$ cat src/rtl/adsr_env.sv
// ADSR envelope controller for one synth voice.
// Level updates are paced by a free-running tick divider; gate events take
// priority over the tick, so a tick that coincides with a gate edge is dropped.
module adsr_env #(
  parameter int unsigned NBITS    = 10,
  parameter int unsigned TICK_DIV = 100_000
) (
  input  logic             clk,
  input  logic             rst,
  input  logic             gate,
  input  logic [NBITS-1:0] attack_rate,
  input  logic [NBITS-1:0] decay_rate,
  input  logic [NBITS-1:0] sustain_level,
  input  logic [NBITS-1:0] release_rate,
  output logic [NBITS-1:0] amp,
  output logic             busy,
  output logic [2:0]       state
);

  typedef enum logic [2:0] {
    IDLE    = 3'd0,
    ATTACK  = 3'd1,
    DECAY   = 3'd2,
    SUSTAIN = 3'd3,
    RELEASE = 3'd4
  } state_t;

  localparam int unsigned   CW        = (TICK_DIV > 1) ? $clog2(TICK_DIV) : 1;
  localparam logic [CW-1:0] TICK_LAST = CW'(TICK_DIV - 1);
  localparam logic [NBITS:0] MAX_W    = {1'b0, {NBITS{1'b1}}};

  state_t            state_q, state_d;
  logic [NBITS-1:0]  amp_q, amp_d;
  logic              gate_d;
  logic [CW-1:0]     cnt;
  logic              tick;
  logic              rise;
  logic [NBITS:0]    sum;
  logic signed [NBITS:0] diff;
  logic signed [NBITS:0] sus_s;

  assign tick  = (cnt == TICK_LAST);
  assign rise  = gate & ~gate_d;
  // Extra bit keeps the add from wrapping and the decay difference signed
  assign sum   = {1'b0, amp_q} + {1'b0, attack_rate};
  assign diff  = $signed({1'b0, amp_q}) - $signed({1'b0, decay_rate});
  assign sus_s = $signed({1'b0, sustain_level});

  assign amp   = amp_q;
  assign state = state_q;
  assign busy  = (state_q != IDLE);

  // Free-running tick divider, restarted by reset
  always_ff @(posedge clk or posedge rst) begin
    if (rst) begin
      cnt <= '0;
    end else if (tick) begin
      cnt <= '0;
    end else begin
      cnt <= cnt + 1'b1;
    end
  end

  // State, level and gate history registers
  always_ff @(posedge clk or posedge rst) begin
    if (rst) begin
      state_q <= IDLE;
      amp_q   <= '0;
      gate_d  <= 1'b0;
    end else begin
      state_q <= state_d;
      amp_q   <= amp_d;
      gate_d  <= gate;
    end
  end

  // Next state and level: retrigger, then gate-off, then tick update
  always_comb begin
    state_d = state_q;
    amp_d   = amp_q;
    if (rise) begin
      state_d = ATTACK;
    end else if (!gate && (state_q == ATTACK || state_q == DECAY ||
                           state_q == SUSTAIN)) begin
      state_d = RELEASE;
    end else if (tick) begin
      case (state_q)
        ATTACK: begin
          if (attack_rate == '0 || sum >= MAX_W) begin
            amp_d   = '1;
            state_d = DECAY;
          end else begin
            amp_d = sum[NBITS-1:0];
          end
        end
        DECAY: begin
          if (decay_rate == '0 || diff <= sus_s) begin
            amp_d   = sustain_level;
            state_d = SUSTAIN;
          end else begin
            amp_d = diff[NBITS-1:0];
          end
        end
        SUSTAIN: begin
          amp_d = sustain_level;
        end
        RELEASE: begin
          if (release_rate == '0 || amp_q <= release_rate) begin
            amp_d   = '0;
            state_d = IDLE;
          end else begin
            amp_d = amp_q - release_rate;
          end
        end
        default: begin
          amp_d   = '0;
          state_d = IDLE;
        end
      endcase
    end
  end

endmodule
$ cat config.mk
export PLATFORM = sky130hd
export DESIGN_NAME = adsr_env
export DESIGN_NICKNAME = d
export VERILOG_FILES = /design/src/rtl/adsr_env.sv
export SDC_FILE = /design/constraint.sdc
export NUM_CORES = 1
export LEC_CHECK = 0
export CAP_MARGIN = 20
export CORE_UTILIZATION = 35
export DETAILED_ROUTE_END_ITERATION = 8
export HOLD_SLACK_MARGIN = 0.05
export SLEW_MARGIN = 25
export SYNTH_ARGS = -nofsm -noshare
export SYNTH_HDL_FRONTEND = slang
export SYNTH_SLANG_ARGS = --single-unit
$ cat constraint.sdc
create_clock -name clk -period 5.66 [get_ports clk]
set_input_delay 1.132 -clock clk [delete_from_list [all_inputs] [get_ports clk]]
set_output_delay 1.132 -clock clk [all_outputs]
set_load 0.02 [all_outputs]
==> results.py, run 1 <==
metrics = {
    "setup_path": {
        "r2r_setup_slack_ns": 1.59,
        "worstSetupEndpointType": "flop",
        "crit_arrival_ns": 5.05,
        "worstPathMaxFanout": 7,
        "crit_required_ns": 5.86,
        "path_class": "in2reg",
        "setup.worst_path.start_class": "input port",
    },
    "synthesis": {
        "yosys_warnings": 0,
        "synthFlopType": "dfrtp_1",
        "seq_area_frac_synth_pct": 21.5,
        "synth_seq_cells": 31,
        "syn_area_um2": 3610,
        "synthArstFlopShare_pct": 100,
        "synth_area_per_cell_um2": 8.12,
        "synthCells": 444,
        "synth.distinct_cells": 66,
        "synth_edf_count": 0,
        "synth_nets": 531,
    },
    "power": {
        "power_leakage_nw": 1.92,
        "ir_drop_v": 0.0000982,
        "powerDensity_nw_per_um2": 148,
    },
    "place": {
        "gp_congestion": 0.876,
        "port_buffers": 56,
        "place_area_um2": 4300,
        "hpwlAfterDp_um": 8340,
    },
    "sta": {
        "worst_pin_slew_ns": 0.729,
        "finalCritPeriodShare_pct": 85.6,
        "drv_slew": 0,
        "tns_ns": 0,
        "max_freq_ghz": 0.206,
        "rsz0062_at_grt": "no",
        "fin_skew_ns": 0.00663,
        "fin_crit_ns": 4.85,
        "max_slew_margin_pct": 50.1,
        "finalHoldViolCount": 0,
        "setup_viol": 0,
    },
    "die": {
        "die-area_um2": 10700,
        "core_area_um2": 9860,
        "pin_count": 57,
        "die_w_um": 104,
        "num_rows": 36,
        "start_util_pct": 36.6,
        "die_y_um": 104,
    },
    "hold_path": {
        "min_path_type": "reg2reg",
    },
    "clock_tree": {
        "htreeDepth": 2,
        "numCtsBuffers": 5,
        "cts_tree": "built",
        "cts_buffer_depth": 2,
        "cts_setup_buffers": 0,
        "clk_latency_ns": 0.28,
        "cts_resized": 0,
        "cts-root-buf": "clkbuf_8",
        "clock_sinks": 31,
        "hold_buffers": 0,
        "clk_pin_slew_ns": 0.07,
    },
    "final_layout": {
        "area_growth_pct": 21.7,
        "final_nets": 588,
        "antenna_cells": 0,
        "n_fill_cell": 974,
        "final_common_cell": "clkdlybuf4s50_1",
        "drive_gt1_share_pct": 4.78,
        "final_cell_mix": "clkdlybuf4s50_1 (56), ha_1 (41), inv_1 (40), a21oi_1 (40), nor2_1 (33)",
        "postLayoutCellArea_um2": 4390,
    },
    "routing": {
        "dr.pass1.iters": 5,
        "vias": 3535,
        "dr.first_iter.drc_count": 119,
        "final_antenna_net_count": 0,
        "vias_per_cell": 5.57,
        "drc": 0,
        "wl_per_cell_um": 16.1,
        "drt_wl_total_um": 10200,
    },
    "outcome": {
        "status": "finished clean",
    },
    "global_routing": {
        "grt_max_degree": 32,
        "grt_pass1_vias": 3477,
        "grt.overflow.total": 0,
        "grt_pass1_wl_um": 17100,
        "antenna_found_initial": 0,
        "grt_usage_pct": 19.6,
    },
    "run": {
        "drv_cap": 0,
    },
}
## cell usage after synthesis, types with 3 or more instances
| library cell | instances | share of area, % |
|---|---|---|
| nor2_1 | 33 | 3.4 |
| a31oi_1 | 6 | 1.0 |
| and2_1 | 5 | 0.87 |
| inv_1 | 40 | 4.2 |
| nor2b_1 | 13 | 2.3 |
| xor2_1 | 11 | 2.7 |
| nand2b_1 | 4 | 0.69 |
| o21a_1 | 9 | 1.9 |
| or2_2 | 4 | 0.69 |
| nor4_1 | 6 | 1.0 |
| nor3_1 | 12 | 1.7 |
| and3_1 | 8 | 1.4 |
| o311a_1 | 3 | 0.83 |
| ha_1 | 41 | 14 |
| a21o_1 | 8 | 1.7 |
| xnor2_1 | 18 | 4.4 |
| a221oi_1 | 3 | 0.73 |
| o21ai_0 | 17 | 2.4 |
| nand3_1 | 28 | 3.9 |
| dfrtp_1 | 31 | 22 |
| nand2_1 | 20 | 2.1 |
| buf_2 | 3 | 0.42 |
| o2111ai_1 | 3 | 0.73 |
| a21oi_1 | 40 | 5.6 |
| nand4_1 | 7 | 1.2 |
| o211ai_1 | 10 | 2.1 |
| or4_1 | 3 | 0.62 |
| fa_1 | 3 | 1.7 |
| o31a_1 | 3 | 0.73 |
## logic make-up after synthesis
logic type      Yosys count  share of synthesized area [%]
compound gates          135                           26.3
xor+xnor                 29                           7.04
fa+ha+maj                44                           15.9
buf+inv                  47                           5.20
flops                    31                           21.5
mux                       1                          0.278
simple gates            157                           23.8
## layout make-up
| type | count | area, µm² | area share (%) |
|---|---|---|---|
| Inverter | 40 | 150 | 3.42 |
| Sequential cell | 31 | 776 | 17.7 |
| Clock inverter | 2 | 12.5 | 0.285 |
| Tap cell | 133 | 166 | 3.79 |
| Timing Repair Buffer | 57 | 568 | 12.9 |
| Clock buffer | 6 | 72.6 | 1.65 |
| Multi-Input combinational cell | 366 | 2640 | 60.2 |
## critical path, cell delays in order
cell and delay [ns]:
clkdlybuf4s50_1 0.45, inv_1 0.06, ha_1 0.34, nor2b_1 0.16
o31a_1 0.28, o311a_4 0.35, o22ai_1 0.17, xnor2_1 0.17
ha_1 0.29, nand2_1 0.07, a21oi_1 0.04, a2111oi_0 0.63
a211o_1 0.31, nor2_1 0.16, o311a_1 0.38, o21ai_0 0.07
## per-layer routing
| metal | vias to the layer above | GRT usage [%] | share of wire (%) |
|---|---|---|---|
| met5 | - | 0 | 0 |
| met4 | 0 | 3.83 | 1.4 |
| met3 | 11 | 3.84 | 4.2 |
| met2 | 82 | 34.6 | 48 |
| met1 | 1665 | 24.8 | 47 |
| li1 | 1777 | - | - |
## flip-flops by register name, indices dropped and copies added, names as in the netlist
name and flops:
cnt 17, amp 10, state 3, gate_d 1
## power by group
group | leakage (nW) | internal [mW] | switching (mW) | total (mW)
clock network | 0.0412 | 0.0859 | 0.0869 | 0.173
logic | 1.47 | 0.101 | 0.131 | 0.231
registers | 0.406 | 0.229 | 0.0164 | 0.245
total | 1.92 | 0.415 | 0.234 | 0.649
## path summary, 6_finish.rpt
check / cells past startpoint / endpoint / startpoint
worst min register to register: 1 / cnt[4]$_DFF_PP0_ / cnt[4]$_DFF_PP0_
worst max-delay path: 16 / state[0]$_DFFE_PP0P_ / decay_rate[2]
worst min-delay path: 1 / cnt[4]$_DFF_PP0_ / cnt[4]$_DFF_PP0_
min in group asynchronous: 3 / cnt[15]$_DFF_PP0_ / rst
worst max register to register: 15 / state[0]$_DFFE_PP0P_ / amp[1]$_DFFE_PP0P_
max in group asynchronous: 3 / amp[7]$_DFFE_PP0P_ / rst
## per-stage QoR
step                cells  hold WS, ns  total power [mW]  utilization (%)  setup slack [ns]
floorplan             444        0.452             0.382                -              1.38
global placement      627        0.476             0.476             43.6             0.706
detailed placement    627        0.478             0.477             43.6             0.572
CTS                   635        0.492             0.653             44.5             0.839
global route          635        0.509             0.691             44.5             0.534
finish                635        0.488             0.649             44.5             0.813
Note: power is estimated with default switching activity, not from simulation.
==> run 2: changes to the inputs <==
Settings changed: CORE_MARGIN from default to 5, GPL_TIMING_DRIVEN from default to 0, SLEW_MARGIN 25 to 20.
==> results.py, run 2 (synthesized netlist as in run 1, its figures left out) <==
metrics = {
    "setup_path": {
        "worstSetupEndpointType": "flop",
        "crit_end": "state[0]$_DFFE_PP0P_",
        "cp-startpoint": "decay_rate[2]",
        "path_depth": 15,
        "rr_endpoint": "state[0]$_DFFE_PP0P_",
        "path_class": "in2reg",
        "cp_cell_sequence": "clkdlybuf4s50_1, inv_1, ha_1, nor2b_1, o31a_1, o311a_4, a21oi_1, ha_1, a21oi_1, a21oi_1, a2111oi_0, a211o_1, nor2_1, o311a_1, o21ai_0",
        "rr_worst_depth": 15,
        "crit_top_cell": "a21oi_1",
        "reg2reg_from": "amp[1]$_DFFE_PP0P_",
        "setup.worst_path.start_class": "input port",
        "worstPathMaxFanout": 7,
        "r2r_setup_slack_ns": 1.53,
        "crit_arrival_ns": 5.14,
        "path_buf_inv": 2,
        "crit_required_ns": 5.85,
        "cp_top_family": "compound AO/OA/AOI/OAI gates",
        "critPathMaxStageDelay_ns": 0.64,
        "cp_slowest_cell": "a2111oi_0",
    },
    "sta": {
        "max_freq_ghz": 0.202,
        "max_slew_margin_pct": 50.1,
        "finalHoldViolCount": 0,
        "tns_ns": 0,
        "fin_skew_ns": 0.00796,
        "setup_viol": 0,
        "rsz0062_at_grt": "no",
        "holdWs_ns": 0.489,
        "drv_slew": 0,
        "finalCritPeriodShare_pct": 87.5,
        "fin_crit_ns": 4.95,
        "worst_pin_slew_ns": 0.730,
    },
    "routing": {
        "drc": 0,
        "vias": 3557,
        "final_antenna_net_count": 0,
        "dr.first_iter.drc_count": 163,
        "drt_wl_total_um": 10400,
        "dr.pass1.iters": 4,
        "vias_per_cell": 5.52,
        "wl_per_cell_um": 16.2,
    },
    "global_routing": {
        "grt_usage_pct": 16.5,
        "grt_max_degree": 32,
        "grt_pass1_vias": 3502,
        "antenna_found_initial": 0,
        "grt.overflow.total": 0,
        "grt_pass1_wl_um": 17200,
    },
    "place": {
        "gp_congestion": 0.919,
        "place_inst": 636,
        "hpwlAfterDp_um": 8520,
        "port_buffers": 56,
        "place_area_um2": 4340,
    },
    "clock_tree": {
        "clk_pin_slew_ns": 0.07,
        "cts-root-buf": "clkbuf_8",
        "cts_resized": 0,
        "htreeDepth": 2,
        "clk_latency_ns": 0.28,
        "cts_setup_buffers": 0,
        "numCtsBuffers": 5,
        "clock_sinks": 31,
        "hold_buffers": 0,
        "cts_buffer_depth": 2,
        "cts_tree": "built",
    },
    "hold_path": {
        "min_path_type": "reg2reg",
    },
    "die": {
        "die-area_um2": 12400,
        "die_y_um": 112,
        "pin_count": 57,
        "num_rows": 37,
        "start_util_pct": 35.4,
        "core_area_um2": 10200,
        "die_w_um": 112,
    },
    "final_layout": {
        "n_fill_cell": 1034,
        "largest-register": "cnt",
        "ff_latch_area_um2": 776,
        "final_common_cell": "clkdlybuf4s50_1",
        "multi_input_area_um2": 2640,
        "largest_reg_flops": 17,
        "area_growth_pct": 23.4,
        "stdcell_count": 644,
        "final_nets": 594,
        "drive_gt1_share_pct": 5.91,
        "final_cell_mix": "clkdlybuf4s50_1 (56), ha_1 (41), a21oi_1 (40)",
        "antenna_cells": 0,
        "postLayoutCellArea_um2": 4450,
    },
    "power": {
        "powerDensity_nw_per_um2": 158,
        "power_leakage_nw": 1.96,
        "ir_drop_v": 0.000123,
    },
    "run": {
        "drv_cap": 0,
    },
    "outcome": {
        "status": "finished clean",
    },
}
[run 2: routing by layer]
| metal | track usage, % | share of wire [%] | vias up |
|---|---|---|---|
| met4 | 2.43 | 1.4 | 0 |
| met1 | 21.5 | 46 | 1683 |
| met2 | 29.0 | 48 | 72 |
| met3 | 3.37 | 4.6 | 14 |
| met5 | 0 | 0 | - |
| li1 | - | - | 1788 |
[run 2: how the worst min path moves through the flow]
stage	from	depth (start not counted)	to
6_report	cnt[0]$_DFF_PP0_	1	cnt[0]$_DFF_PP0_
4_1_cts	cnt[0]$_DFF_PP0_	1	cnt[0]$_DFF_PP0_
3_5_place_dp	cnt[0]$_DFF_PP0_	1	cnt[0]$_DFF_PP0_
3_3_place_gp	cnt[4]$_DFF_PP0_	1	cnt[4]$_DFF_PP0_
2_1_floorplan	cnt[4]$_DFF_PP0_	1	cnt[4]$_DFF_PP0_
5_1_grt	cnt[4]$_DFF_PP0_	1	cnt[4]$_DFF_PP0_
[run 2: power by group]
group | switching (mW) | leakage [nW] | internal [mW]
logic | 0.143 | 1.49 | 0.101
clock network | 0.0919 | 0.0581 | 0.131
registers | 0.00785 | 0.406 | 0.229
total | 0.242 | 1.96 | 0.461
[run 2: layout make-up]
class	count	share of cell area, %
multi-input combinational	366	59.4
sequential	31	17.4
buffer	7	0.844
tap	136	3.82
clock inverter	3	0.984
timing repair buffer	56	12.6
clock buffer	5	1.55
inverter	40	3.37
[run 2: stage by stage]
stage	worst slack, ns	utilization (%)	power, mW
after detailed placement	0.448	42.6	0.481
after CTS	0.717	43.7	0.711
after global placement	0.478	42.6	0.478
after floorplan	1.38	-	0.382
after global routing	0.405	43.7	0.746
final	0.706	43.7	0.704
==> patch: new RTL, flow settings as in run 2 <==
`TICK_DIV`: 100_000 -> 50_000.
--- a/src/rtl/adsr_env.sv
+++ b/src/rtl/adsr_env.sv
@@ -3,7 +3,7 @@
 // priority over the tick, so a tick that coincides with a gate edge is dropped.
 module adsr_env #(
   parameter int unsigned NBITS    = 10,
-  parameter int unsigned TICK_DIV = 100_000
+  parameter int unsigned TICK_DIV = 50_000
 ) (
   input  logic             clk,
   input  logic             rst,
Check against the original RTL: no difference found for any inputs over 10 cycles, from zero or initial values and one cycle with rst high; that may be too few to reach the edited logic, so the function may still have changed.
==> patch against run 2 <==
- power decreased by 9.7%
- global-route usage increased by 0.40 points
- final area decreased by 3.6%
- core utilization increased by 0.60 points
- routed wire length decreased by 5.9%
- critical path depth increased by 4
- worst setup slack got worse by 0.19 ns
- sequential cell count decreased by 1
- area after synthesis decreased by 4.3%
- critical path type unchanged
- largest cell class unchanged
==> patch: results (changes against run 2) <==
outcome=completed; CP max FO=10 (+3); clk slew on worst S/H paths=0.06 ns; Total Routing Usage GR=16.9% (+0.40 points); Syn Nets=506 (-4.7%); wire per inst=16.0 um (-1.5%); mux share of post-synthesis cell area=3.19% (+2.9 points); Slew HR=47.9% (-2.2 points); CTS buffer count=5 (unchanged); DP HPWL=8050 um (-5.5%); DRT Pass-1 Iters=4 (unchanged); Synth cell types=65 (-1.5%); XOR/XNOR Fraction of Synth Area=8.38% (+1.3 points); Synth Area in Compound Gates=20.9% (-5.4 points); number of vias per cell=5.32 (-3.6%); Seq/Total Area, Yosys=21.8% (+0.25 points); layout cell share with drive strength beyond 1=7.26% (+1.4 points); wire length of the first global-routing pass=16000 um (-6.8%); fill count=975 (-5.7%); GPL Wtd Cong=0.899 (-2.2%); Max IR drop VDD=0.0802 mV (-35%); largest net degree at the start of global routing=31 (-3.1%); switch share=29.2% (-5.2 points); clk_skew=0.00588 ns (-0.00208 ns); Leakage Power=1.88 nW (-3.7%); Max Buffers Root-to-Sink=2 (unchanged); Initial DRC Count=165 (+1.2%); CTS resizes=0 (unchanged); nets=569 (-4.2%); initial antenna violation count=0 (unchanged); adder-cell share of the synthesized area=16.6% (+0.72 points); Largest register FFs=16 (-1); Commonest cells post-synth=ha_1 (41), inv_1 (38), nand2_1 (33); vias in the first global route=3259 (-6.9%); arrival time at the worst endpoint=5.30 ns (+0.16 ns); top post-synthesis cells by area=dfrtp_1 (22%), ha_1 (15%), xnor2_1 (5.1%)
patch: power by group through the flow:
| stage | combinational (mW) | clock [mW] | sequential [mW] |
|---|---|---|---|
| 3_5_place_dp | 0.193 | 0 | 0.225 |
| 2_1_floorplan | 0.110 | 0 | 0.230 |
| 3_3_place_gp | 0.192 | 0 | 0.225 |
| 5_1_grt | 0.216 | 0.236 | 0.221 |
| 6_report | 0.195 | 0.220 | 0.221 |
| 4_1_cts | 0.195 | 0.227 | 0.221 |
patch: metal layers:
metal / share of wire, % / track usage [%] / up-vias
met4: 1.0 / 3.38 / 0
li1: - / - / 1656
met1: 48 / 23.4 / 1540
met3: 4.8 / 1.60 / 7
met2: 46 / 28.8 / 71
met5: 0 / 0 / -
patch: stage by stage:
step                worst slack (ns)  util [%]  area, um^2  cells
floorplan                       1.40         -        3450    419
global placement               0.288      43.1        4180    608
detailed placement             0.222      43.1        4180    608
CTS                            0.492      44.3        4290    615
global route                   0.100      44.3        4290    615
finish                         0.512      44.3        4290    615
patch: layout make-up:
cell class	count	area (um^2)	share of cell area (%)
flip-flops and latches	30	751	17.5
multi-input cells	341	2510	58.5
clock buffers	6	82.6	1.93
inverters	38	143	3.33
clock inverters	1	30.0	0.700
repair buffers	56	561	13.1
plain buffers	10	48.8	1.14
well taps	133	166	3.88
patch: logic make-up after synthesis:
kind of cell / Yosys count
mux: 10
buf+inv: 48
flops: 30
fa+ha+maj: 44
compound gates: 101
simple gates: 153
xor+xnor: 33
patch: path summary, 6_finish.rpt:
kind                       slack, ns                 end  depth (start not counted)          startpoint
max reg2reg                     1.38  amp[4]$_DFFE_PP0P_                         17  amp[4]$_DFFE_PP0P_
min                             0.50    cnt[0]$_DFF_PP0_                          1    cnt[0]$_DFF_PP0_
min in group asynchronous       1.25    cnt[3]$_DFF_PP0_                          2                 rst
min reg2reg                     0.50    cnt[0]$_DFF_PP0_                          1    cnt[0]$_DFF_PP0_
max                             0.51  amp[4]$_DFFE_PP0P_                         19       decay_rate[1]
max in group asynchronous       3.99  amp[1]$_DFFE_PP0P_                          2                 rst
patch: worst max-delay path, cell delays in order:
cell and delay [ns]:
clkdlybuf4s50_1 0.55, inv_1 0.06, ha_1 0.28, nor2b_1 0.14, o2111ai_1 0.25, nand3_1 0.14, a41o_1 0.25, a21oi_1 0.19
xnor2_1 0.18, ha_1 0.30, nand2_1 0.07, nor3_1 0.05, a31oi_1 0.22, o211ai_1 0.13, a21oi_1 0.27, buf_2 0.31
mux2_2 0.36, a222oi_1 0.31, o21bai_1 0.10
